--- config.mk ---
export PLATFORM = sky130hd
export DESIGN_NAME = pipe_hazard_ctrl
export DESIGN_NICKNAME = d
export VERILOG_FILES = /design/src/rtl/isa_pkg.sv /design/src/rtl/instr_regfields.sv /design/src/rtl/pipe_hazard_ctrl.sv
export SDC_FILE = /design/constraint.sdc
export NUM_CORES = 1
export LEC_CHECK = 0
export ABC_AREA = 1
export CORE_MARGIN = 10
export CORE_UTILIZATION = 35
export CTS_CLUSTER_SIZE = 8
export DETAILED_ROUTE_END_ITERATION = 10
export PLACE_DENSITY = 0.64
export SYNTH_ARGS = -nofsm -noshare
export SYNTH_HDL_FRONTEND = slang
export SYNTH_SLANG_ARGS = --single-unit
--- constraint.sdc ---
create_clock -name clock -period 3.1 [get_ports clock]
set_clock_uncertainty 0.05 [all_clocks]
set_input_delay 0.62 -clock clock [delete_from_list [all_inputs] [get_ports clock]]
set_output_delay 0.62 -clock clock [all_outputs]
set_load 0.05 [all_outputs]
--- src/rtl/isa_pkg.sv ---
// isa_pkg: opcode map and register-usage helper shared by the hazard
// controller and its per-stage field decoder.
//   - 4-bit opcodes live in ir[3:0]; shift and ori are matched on ir[2:0].
//   - op_use() classifies an opcode into {reads R1, reads R2, writes}.
package isa_pkg;

    localparam logic [3:0] OP_LOAD  = 4'b0000;
    localparam logic [3:0] OP_STORE = 4'b0010;
    localparam logic [3:0] OP_ADD   = 4'b0100;
    localparam logic [3:0] OP_SUB   = 4'b0110;
    localparam logic [3:0] OP_NAND  = 4'b1000;
    localparam logic [3:0] OP_BZ    = 4'b0101;
    localparam logic [3:0] OP_BNZ   = 4'b1001;
    localparam logic [3:0] OP_BPZ   = 4'b1101;

    localparam logic [2:0] OP3_ORI   = 3'b111;
    localparam logic [2:0] OP3_SHIFT = 3'b011;

    localparam int K1_IDX = 1;

    localparam int              CNT_W   = 16;
    localparam logic [CNT_W-1:0] CNT_MAX = '1;

    typedef struct packed {
        logic rd_r1;
        logic rd_r2;
        logic wr;
    } reg_use_t;

    // Branches and unassigned encodings neither read nor write registers.
    function automatic reg_use_t op_use(input logic [3:0] op);
        reg_use_t u;
        u = '0;
        if (op[2:0] == OP3_ORI || op[2:0] == OP3_SHIFT) begin
            u.rd_r1 = 1'b1;
            u.wr    = 1'b1;
        end else begin
            case (op)
                OP_LOAD:                 begin u.rd_r2 = 1'b1; u.wr = 1'b1; end
                OP_STORE:                begin u.rd_r1 = 1'b1; u.rd_r2 = 1'b1; end
                OP_ADD, OP_SUB, OP_NAND: begin u.rd_r1 = 1'b1; u.rd_r2 = 1'b1; u.wr = 1'b1; end
                default:                 u = '0;
            endcase
        end
        return u;
    endfunction

endpackage

--- src/rtl/instr_regfields.sv ---
// instr_regfields: stateless register-field decoder for one pipeline IR.
//   ir_i      instruction word
//   rd_r1_o   instruction reads src1_o
//   rd_r2_o   instruction reads src2_o
//   src1_o    first source (R1 field, or K1 for ori)
//   src2_o    second source (R2 field)
//   wr_o      instruction writes dst_o
//   dst_o     destination register (R1 field, or K1 for ori)
module instr_regfields
    import isa_pkg::*;
#(
    parameter int IW = 8,
    parameter int RW = 2
) (
    input  logic [IW-1:0] ir_i,
    output logic          rd_r1_o,
    output logic          rd_r2_o,
    output logic [RW-1:0] src1_o,
    output logic [RW-1:0] src2_o,
    output logic          wr_o,
    output logic [RW-1:0] dst_o
);

    reg_use_t use_w;
    logic     is_ori;

    assign use_w   = op_use(ir_i[3:0]);
    assign is_ori  = (ir_i[2:0] == OP3_ORI);

    // ori implicitly targets K1 for both its read and its write.
    assign src1_o  = is_ori ? RW'(K1_IDX) : ir_i[IW-1 -: RW];
    assign src2_o  = ir_i[IW-1-RW -: RW];
    assign dst_o   = src1_o;
    assign rd_r1_o = use_w.rd_r1;
    assign rd_r2_o = use_w.rd_r2;
    assign wr_o    = use_w.wr;

endmodule

--- src/rtl/pipe_hazard_ctrl.sv ---
// pipe_hazard_ctrl: in-order pipeline controller. Owns the IR/valid shift
// chain IF..WB, stalls on RAW hazards seen at RF_STAGE, flushes younger
// stages on a taken branch at EX_STAGE, and drives PC write/select.
//   clock, reset        rising edge; synchronous active-low reset
//   instr_in/_valid     fetched instruction at current PC
//   br_taken            branch in EX is taken
//   ir_q, valid_q       flattened stage IRs (stage i at [i*IW +: IW]) and valids
//   stall, flush        combinational hazard stall / taken-branch flush
//   pc_write, pc_sel    PC enable; 0 = PC+1, 1 = branch target
//   wb_en, wb_reg       register-file write enable and destination at WB
//   stall_cnt/flush_cnt saturating event counters
module pipe_hazard_ctrl
    import isa_pkg::*;
#(
    parameter int IW        = 8,
    parameter int NREG      = 4,
    parameter int STAGES    = 5,
    parameter int RF_STAGE  = 2,
    parameter int EX_STAGE  = 3,
    parameter int WB_BYPASS = 0,
    localparam int RW       = $clog2(NREG)
) (
    input  logic                 clock,
    input  logic                 reset,
    input  logic [IW-1:0]        instr_in,
    input  logic                 instr_valid,
    input  logic                 br_taken,
    output logic [STAGES*IW-1:0] ir_q,
    output logic [STAGES-1:0]    valid_q,
    output logic                 stall,
    output logic                 flush,
    output logic                 pc_write,
    output logic                 pc_sel,
    output logic                 wb_en,
    output logic [RW-1:0]        wb_reg,
    output logic [CNT_W-1:0]     stall_cnt,
    output logic [CNT_W-1:0]     flush_cnt
);

    // With a write-through register file the WB stage no longer conflicts.
    localparam int HZ_LAST = (WB_BYPASS != 0) ? STAGES-2 : STAGES-1;

    logic [STAGES-1:0][IW-1:0] pipe_ir_q, pipe_ir_d;
    logic [STAGES-1:0]         pipe_v_q, pipe_v_d;
    logic [CNT_W-1:0]          stall_cnt_q, stall_cnt_d;
    logic [CNT_W-1:0]          flush_cnt_q, flush_cnt_d;

    logic [STAGES-1:0]         rd1, rd2, wr;
    logic [STAGES-1:0][RW-1:0] src1, src2, dst;
    logic                      hazard;

    for (genvar g = 0; g < STAGES; g++) begin : g_dec
        instr_regfields #(.IW(IW), .RW(RW)) u_dec (
            .ir_i    (pipe_ir_q[g]),
            .rd_r1_o (rd1[g]),
            .rd_r2_o (rd2[g]),
            .src1_o  (src1[g]),
            .src2_o  (src2[g]),
            .wr_o    (wr[g]),
            .dst_o   (dst[g])
        );
    end

    // Each stage decodes every field, but only RF consumes the source side
    // and only the older stages consume the destination side.
    logic unused_dec;
    assign unused_dec = ^{rd1, rd2, src1, src2, wr, dst};

    always_comb begin
        hazard = 1'b0;
        for (int j = RF_STAGE + 1; j <= HZ_LAST; j++) begin
            if (pipe_v_q[j] && wr[j] &&
                ((rd1[RF_STAGE] && src1[RF_STAGE] == dst[j]) ||
                 (rd2[RF_STAGE] && src2[RF_STAGE] == dst[j])))
                hazard = 1'b1;
        end
        hazard = hazard & pipe_v_q[RF_STAGE];
    end

    // Flush wins: the instruction that would stall is younger than the branch.
    assign flush = pipe_v_q[EX_STAGE] & br_taken;
    assign stall = hazard & ~flush;

    always_comb begin
        pipe_ir_d = {pipe_ir_q[STAGES-2:0], instr_in};
        pipe_v_d  = {pipe_v_q[STAGES-2:0], instr_valid};
        if (stall) begin
            pipe_ir_d[RF_STAGE:0]  = pipe_ir_q[RF_STAGE:0];
            pipe_v_d[RF_STAGE:0]   = pipe_v_q[RF_STAGE:0];
            pipe_v_d[RF_STAGE+1]   = 1'b0;
        end
        // The branch itself still moves on to EX+1 as a no-op.
        if (flush)
            pipe_v_d[EX_STAGE:0] = '0;
    end

    always_comb begin
        stall_cnt_d = stall_cnt_q;
        flush_cnt_d = flush_cnt_q;
        if (stall && stall_cnt_q != CNT_MAX)
            stall_cnt_d = stall_cnt_q + 1'b1;
        if (flush && flush_cnt_q != CNT_MAX)
            flush_cnt_d = flush_cnt_q + 1'b1;
    end

    always_ff @(posedge clock) begin
        if (!reset) begin
            pipe_ir_q   <= '0;
            pipe_v_q    <= '0;
            stall_cnt_q <= '0;
            flush_cnt_q <= '0;
        end else begin
            pipe_ir_q   <= pipe_ir_d;
            pipe_v_q    <= pipe_v_d;
            stall_cnt_q <= stall_cnt_d;
            flush_cnt_q <= flush_cnt_d;
        end
    end

    assign ir_q      = pipe_ir_q;
    assign valid_q   = pipe_v_q;
    assign pc_write  = ~stall;
    assign pc_sel    = flush;
    assign wb_en     = pipe_v_q[STAGES-1] & wr[STAGES-1];
    assign wb_reg    = dst[STAGES-1];
    assign stall_cnt = stall_cnt_q;
    assign flush_cnt = flush_cnt_q;

endmodule

## Word level (Yosys, flattened, before mapping)

Cells that the tools add are included.

| cells by class | value |
|---|---|
| add/subtract/negate cells | 2 |
| $mul | 0 |
| div/mod/pow operators | 0 |
| order comparisons | 0 |
| eq/ne operators | 22 |
| shifts and indexed selects | 0 |
| mux-type cells | 13 |
| bitwise gates (word level) | 7 |
| reduce and logical (&&, ||, !) cells | 24 |

Operators with widths:

| operator | count |
|---|---|
| 16-bit by 1-bit adder with 16-bit output (second input constant) | 2 |
| 16-bit != test (second input constant) | 2 |
| 4-bit by 3-bit == test with 1-bit output (second input constant) | 6 |
| 4-bit == test (second input constant) | 3 |
| 4-bit logical NOT | 3 |
| 4-bit OR reduction | 3 |
| 1-bit logical AND | 10 |
| 1-bit 2-to-1 mux | 10 |
| 3-bit by 2-bit == test with 1-bit output (second input constant) | 3 |
| 3-bit == test (second input constant) | 3 |
| 2-bit == test | 4 |
| 2-bit 2-to-1 mux | 3 |
| 1-bit logical OR | 5 |
| 5-bit OR reduction | 1 |
| 1-bit AND | 4 |
| 4-bit by 2-bit == test with 1-bit output (second input constant) | 1 |
| 1-bit inverter | 3 |
| 3-bit OR reduction | 1 |
| 2-bit OR reduction | 1 |

| word-level totals | value |
|---|---|
| flip-flop bits (word level) | 77 |
| bits in latches | 0 |
| memory bits (writable) | 0 |
| ROM bits | 0 |
| input bits | 12 |
| output and inout bits | 84 |
| logic and storage cells | 78 |
| memories kept | 0 |

## Depth between registers and ports, before layout

| depth | value |
|---|---|
| depth after elaboration | 12 |
| depth in mapped cells | 14 |
| gate-level depth less buffers | 13 |

## Modules after synthesis

From an unflattened synthesis, not the netlist that was laid out.

| unflattened totals | value |
|---|---|
| cell total of the unflattened synthesis | 552 |
| area total of the unflattened synthesis | 3,764.9 um2 |

By module, submodules not included:

| module | times used | cells each | area each (um2) | seq. area each (um2) |
|---|---|---|---|---|
| pipe_hazard_ctrl | 1 | 486 | 3,438.3 | 1,541.5 |
| instr_regfields | 3 | 22 | 108.9 | 0.0 |

## Worst setup path before layout

OpenSTA, ideal clock, no wires.

| timing | value |
|---|---|
| path kind | reg-to-output |
| from | register pipe_ir_q, in the netlist ir_q[32] |
| to | output stall |
| arrival | 2.227 ns |
| data required time | 2.430 ns |
| slack | 0.203 ns |
| cell stages (with the launch flop) | 11 |
| path buffers | 1 |
| cells stage by stage | dfxtp_1 -> nand3_1 -> nand2_1 -> xor2_1 -> nand2_1 -> nand2_2 -> nand2_4 -> nand2_8 -> nand2_4 -> nor2_8 -> buf_6 |

| between the ends | value |
|---|---|
| word-level cells in the longest chain between the ends | 9 |
| elaborated cells between the ends (all ways) | 21 |
| classes of those cells | eq/ne (7); mux (4); bitwise (2); reduce/logical (8) |

RTL lines:

| item | RTL line | source |
|---|---|---|
| start: declaration | pipe_hazard_ctrl.sv:43 | `logic [STAGES-1:0][IW-1:0] pipe_ir_q, pipe_ir_d;` |
| start signal: assignment | pipe_hazard_ctrl.sv:113 | `pipe_ir_q <= pipe_ir_d;` |
| 3-bit == test (*) | instr_regfields.sv:28 | `assign is_ori = (ir_i[2:0] == OP3_ORI);` |
| 2-bit 2-to-1 mux (*) | instr_regfields.sv:31 | `assign src1_o = is_ori ? RW'(K1_IDX) : ir_i[IW-1 -: RW];` |
| via wb_reg[0] | pipe_hazard_ctrl.sv:35 | `output logic [RW-1:0] wb_reg,` |
| 2-bit == test, on equally long branches | pipe_hazard_ctrl.sv:73, pipe_hazard_ctrl.sv:74 |  |
| 1-bit logical AND, on equally long branches | pipe_hazard_ctrl.sv:73, pipe_hazard_ctrl.sv:74 |  |
| 1-bit logical OR (*) | pipe_hazard_ctrl.sv:73 | `((rd1[RF_STAGE] && src1[RF_STAGE] == dst[j]) \|\|` |
| 1-bit logical AND (*) | pipe_hazard_ctrl.sv:72 | `if (pipe_v_q[j] && wr[j] &&` |
| 1-bit 2-to-1 mux (*) | pipe_hazard_ctrl.sv:72 |  |
| 1-bit AND (*) | pipe_hazard_ctrl.sv:77 | `hazard = hazard & pipe_v_q[RF_STAGE];` |
| 1-bit AND (*) | pipe_hazard_ctrl.sv:82 | `assign stall = hazard & ~flush;` |
| end: declaration | pipe_hazard_ctrl.sv:30 | `output logic stall,` |

The timed path passes the listed nets; every way through them passes the cells marked *.

## Worst setup path in the final report

| timing | value |
|---|---|
| from | register pipe_ir_q, in the netlist ir_q[26] |
| to | output stall |

| between the ends | value |
|---|---|
| word-level cells in the longest chain between the ends | 10 |
| elaborated cells between the ends (all ways) | 22 |
| classes of those cells | eq/ne (7); mux (5); bitwise (2); reduce/logical (8) |

RTL lines:

| item | RTL line | source |
|---|---|---|
| 4-bit by 3-bit == test with 1-bit output, or another cell as far along | n/a |  |
| 4-bit OR reduction (no line) or 2-bit 2-to-1 mux (tied branches) | n/a |  |
| 1-bit 2-to-1 mux, or another cell as far along | isa_pkg.sv:38 | `case (op)` |
| 1-bit 2-to-1 mux, or another cell as far along | isa_pkg.sv:34 | `if (op[2:0] == OP3_ORI \|\| op[2:0] == OP3_SHIFT) begin` |
| 1-bit logical AND or 1-bit logical OR (tied branches) | pipe_hazard_ctrl.sv:72, pipe_hazard_ctrl.sv:73 |  |
| 1-bit logical AND (*) | pipe_hazard_ctrl.sv:72 |  |
| 1-bit 2-to-1 mux (*) (2 in series) | pipe_hazard_ctrl.sv:72 |  |
| 1-bit AND (*) | pipe_hazard_ctrl.sv:77 |  |
| 1-bit AND (*) | pipe_hazard_ctrl.sv:82 |  |

Mark *: on every way between the ends. The rest lies on a longest branch, timed or not.

==> summary.txt <==
Routed Antenna Nets -> 0
Setup crit end kind -> primary output
Synth warnings -> 0
Filler cells -> 1035
P&R area growth vs syn -> 36.14%
Global-route wire length before repair -> 15.93 mm
H-tree lvl count -> 3
Largest family of logic cells by synthesized area -> simple AND/OR/NAND/NOR gates
Core area -> 10180 um2
Global router's overall resource usage -> 13.21%
Max FO, Critical Path -> 16
Ports -> 96
Mean instance size in the synthesized netlist -> 6.910 um2
Status -> completed
Post-detailed-routing wire length -> 9.788 mm
Count of cell types in the netlist -> 31
Number of nets at the end of the flow -> 629
Number of enable-type register cells in the synthesized netlist -> 0
Worst slack at placement -> 0.5041 ns
Cell-internal power -> 0.001526 W
Clock slew at reported path FFs -> 0.08 ns
Switching part of the total -> 25.62%
Post-synthesis adder-cell area fraction -> 0.6937%
Post-synthesis share of cell area spent on and, or, nand and nor gates -> 33.09%
FF-to-FF setup slack -> 1.07 ns
Primary FF master, synth -> sky130_fd_sc_hd__dfxtp_1
Critical-path cell list -> nand3_2 -> nand2_1 -> xor2_1 -> nand3_1 -> nand2_2 -> nand2_4 -> nand2_8 -> nand2_4 -> nor2_8 -> buf_12
Rows -> 37
Post-placement cell count -> 739
Fin cells -> 755
Fraction of synthesis flops using an asynchronous set or reset pin -> 0%
Arrival time at the worst endpoint -> 2.18 ns
Fraction of synthesized area in multiplexers -> 0%
TritonCTS buffer count -> 9
Stage delay of the slowest cell on the critical path -> 0.43 ns
Worst max-slew margin expressed relative to the limit -> 63.65%
Gate power share -> 9.0%
CTS-repair resized insts -> 0
Share of layout cells above drive strength 1 -> 6.624%
Cts hold-fix bufs -> 0
FMAX -> 350.7 MHz
Family with the most delay on the worst path -> simple AND/OR/NAND/NOR gates
Total global routing overflow -> 0
HPWL after detailed placement -> 7.358 mm
Post-route fraction of the period consumed by the critical path -> 91.97%
Share of the yosys chip area belonging to registers -> 42.73%
Gp weighted congestion -> 0.9095
Vias post-DR -> 3514
Portion of total power attributed to sequential cells -> 49.9%
Die area -> 14770 um2
Final count of negative-setup-slack endpoints -> 0
Synthesized-area fraction occupied by ao, oa, aoi and oai cells -> 10.44%
Total chip power -> 0.002051 W
Final design area excluding fillers -> 4911 um2
Slowest cell on the critical path -> sky130_fd_sc_hd__dfxtp_1
Worst supply voltage drop on vdd -> 0.0001736 V
Net count after synthesis -> 536
Area of the mapped netlist -> 3607 um2
Chip height -> 121.5 um
Final critical-path required period -> 2.851 ns
Count of buffer and inverter cells on the critical path -> 1
Final TNS setup -> 0 ns
Cells after Synth -> 522
Cell type with the highest occurrence count on the critical path -> sky130_fd_sc_hd__nand2_4
RSZ-0062 raised after global routing -> false
Initial cell density of the core -> 35.42%
TritonCTS clock tree -> yes
Final hold vios -> 0
Net Switching -> 0.0005257 W
Cell area after placement -> 4682 um2
Max Cap Violations -> 0
X dimension of the die -> 121.5 um
Iteration-0 DRC count of the detailed router -> 227
Pin count of the biggest net entering global routing -> 54
Number of setup buffers added after CTS -> 0
Kind of path behind the tightest hold check -> flip-flop to flip-flop
Number of iterations in the first detailed-routing pass -> 4
Initial antenna violation count -> 0
Critical path startpoint category -> flip-flop
Master cell of the clock root buffer -> sky130_fd_sc_hd__clkbuf_8
Parity-gate share of the synthesized area counting xor and xnor cells -> 1.214%
Relative contribution of the clock network to total power -> 41.0%
CP Class -> flip-flop to primary output
Remaining design rule violation count -> 0
Number of synthesized register bits -> 77
Final critical-path setup slack -> 0.2489 ns
Clk sinks -> 77
Total area of multi-input combinational cells -> 1650 um2
Leakage Power -> 2.108 nW
Number of max-slew violations in the final report -> 0
Later-pin clock latency in the skew report -> 0.35 ns
Req. time, crit path -> 2.43 ns
Tightest Pin Transition -> 0.5436 ns
Port Buf Inserts -> 95
Vias in the first global route -> 3297
ANT cells -> 0
Pwr per Cell Area -> 417.7 nW/um2
Area taken by flip-flops and latches -> 1541 um2
Vias per Instance -> 4.654
Deepest clock path buffer count -> 2
Per-cell routed wire length -> 12.96 um
cells in the mapped netlist, types with 2 or more instances:
cell type | instances | share of area (%)
sky130_fd_sc_hd__nand2_1 | 99 | 10
sky130_fd_sc_hd__nor2_1 | 95 | 9.9
sky130_fd_sc_hd__inv_1 | 86 | 8.9
sky130_fd_sc_hd__dfxtp_1 | 77 | 43
sky130_fd_sc_hd__o21ai_0 | 28 | 3.9
sky130_fd_sc_hd__nand4_1 | 21 | 3.6
sky130_fd_sc_hd__o21ai_1 | 20 | 2.8
sky130_fd_sc_hd__a21oi_1 | 19 | 2.6
sky130_fd_sc_hd__nand3_1 | 18 | 2.5
sky130_fd_sc_hd__clkbuf_1 | 7 | 0.73
sky130_fd_sc_hd__nor3_1 | 7 | 0.97
sky130_fd_sc_hd__nand2_2 | 6 | 1.0
sky130_fd_sc_hd__nor4_1 | 6 | 1.0
sky130_fd_sc_hd__buf_6 | 4 | 1.2
sky130_fd_sc_hd__nand2_4 | 4 | 1.2
sky130_fd_sc_hd__xor2_1 | 3 | 0.73
sky130_fd_sc_hd__buf_1 | 2 | 0.21
sky130_fd_sc_hd__buf_2 | 2 | 0.28
sky130_fd_sc_hd__buf_4 | 2 | 0.42
sky130_fd_sc_hd__ha_1 | 2 | 0.69
sky130_fd_sc_hd__nand3_2 | 2 | 0.55
sky130_fd_sc_hd__nor3b_1 | 2 | 0.42
sky130_fd_sc_hd__xnor2_1 | 2 | 0.49
stage by stage:
stage,hold slack (ns),util (%)
global placement,0.3718,45.97
finish,0.3890,48.22
CTS,0.3934,48.11
global route,0.4172,48.22
detailed placement,0.3823,45.97
floorplan,0.6071,-
final cells by class:
type / count / area share [%]
clock buffer: 9 / 2.522
clock inverter: 6 / 1.911
inverter: 86 / 6.573
multi-input combinational: 343 / 33.61
sequential: 77 / 31.39
tap: 136 / 3.465
timing repair buffer: 98 / 20.54
cells in the final DEF (no fill, tap or decap), types with 2 or more instances in the layout:
cell type / instances
sky130_fd_sc_hd__nor3_1: 7
sky130_fd_sc_hd__nand3_1: 18
sky130_fd_sc_hd__o21ai_0: 28
sky130_fd_sc_hd__bufinv_16: 2
sky130_fd_sc_hd__xnor2_1: 2
sky130_fd_sc_hd__nor4_1: 6
sky130_fd_sc_hd__nand2_1: 99
sky130_fd_sc_hd__nand3_2: 2
sky130_fd_sc_hd__a21oi_1: 19
sky130_fd_sc_hd__buf_4: 3
sky130_fd_sc_hd__nand2_4: 4
sky130_fd_sc_hd__inv_1: 86
sky130_fd_sc_hd__nand4_1: 21
sky130_fd_sc_hd__clkbuf_8: 9
sky130_fd_sc_hd__inv_6: 2
sky130_fd_sc_hd__nand2_2: 6
sky130_fd_sc_hd__nor2_1: 95
sky130_fd_sc_hd__o21ai_1: 20
sky130_fd_sc_hd__xor2_1: 3
sky130_fd_sc_hd__clkdlybuf4s50_1: 90
sky130_fd_sc_hd__ha_1: 2
sky130_fd_sc_hd__buf_12: 4
sky130_fd_sc_hd__dfxtp_1: 77
sky130_fd_sc_hd__nor3b_1: 2
registers in the layout (all words and copies together) (netlist names):
register and flops:
valid_q 5, stall_cnt 16, ir_q 40, flush_cnt 16
path summary, 6_finish.rpt:
| kind | from | end | cells past startpoint |
|---|---|---|---|
| worst min register to register | ir_q[29] | ir_q[37] | 2 |
| worst max-delay path | ir_q[26] | stall | 10 |
| worst max register to register | ir_q[26] | ir_q[22] | 11 |
| worst min-delay path | ir_q[29] | ir_q[37] | 2 |
cells by family (layout without fill, tap and decap cells):
kind of cell               count (synthesis)  count (layout)
AOI/OAI and AO/OA                         71              71
adders and majority gates                  2               2
and+or+nand+nor                          264             265
xor gates and xnor gates                   5               5
buffers and inverters                    103             199
DFF                                       77              77
power by group through the flow:
stage / registers [W] / clock network (W) / logic (W)
finish: 0.00102 / 0.000841 / 0.000186
global route: 0.00103 / 0.000920 / 0.000198
CTS: 0.00102 / 0.000870 / 0.000188
detailed placement: 0.00105 / 0 / 0.000187
global placement: 0.00105 / 0 / 0.000186
floorplan: 0.00111 / 0 / 0.0000582
per-layer routing:
layer | wire (um) | track usage (%)
met4 | 63 | 4.769
met2 | 4403 | 20.60
met3 | 824 | 5.165
met5 | 0 | 0
met1 | 4496 | 16.17
worst reg2reg max path, stage by stage, from the launching register on:
cell,delay (ns)
sky130_fd_sc_hd__dfxtp_1,0.43
sky130_fd_sc_hd__nand3_2,0.14
sky130_fd_sc_hd__nand2_1,0.13
sky130_fd_sc_hd__xor2_1,0.17
sky130_fd_sc_hd__nand3_1,0.11
sky130_fd_sc_hd__nand2_2,0.11
sky130_fd_sc_hd__nand2_4,0.08
sky130_fd_sc_hd__nand2_8,0.13
sky130_fd_sc_hd__nand2_4,0.10
sky130_fd_sc_hd__nor2_4,0.32
sky130_fd_sc_hd__o21ai_1,0.11
sky130_fd_sc_hd__nor2_1,0.10
Note: power is estimated with default switching activity, not from simulation.
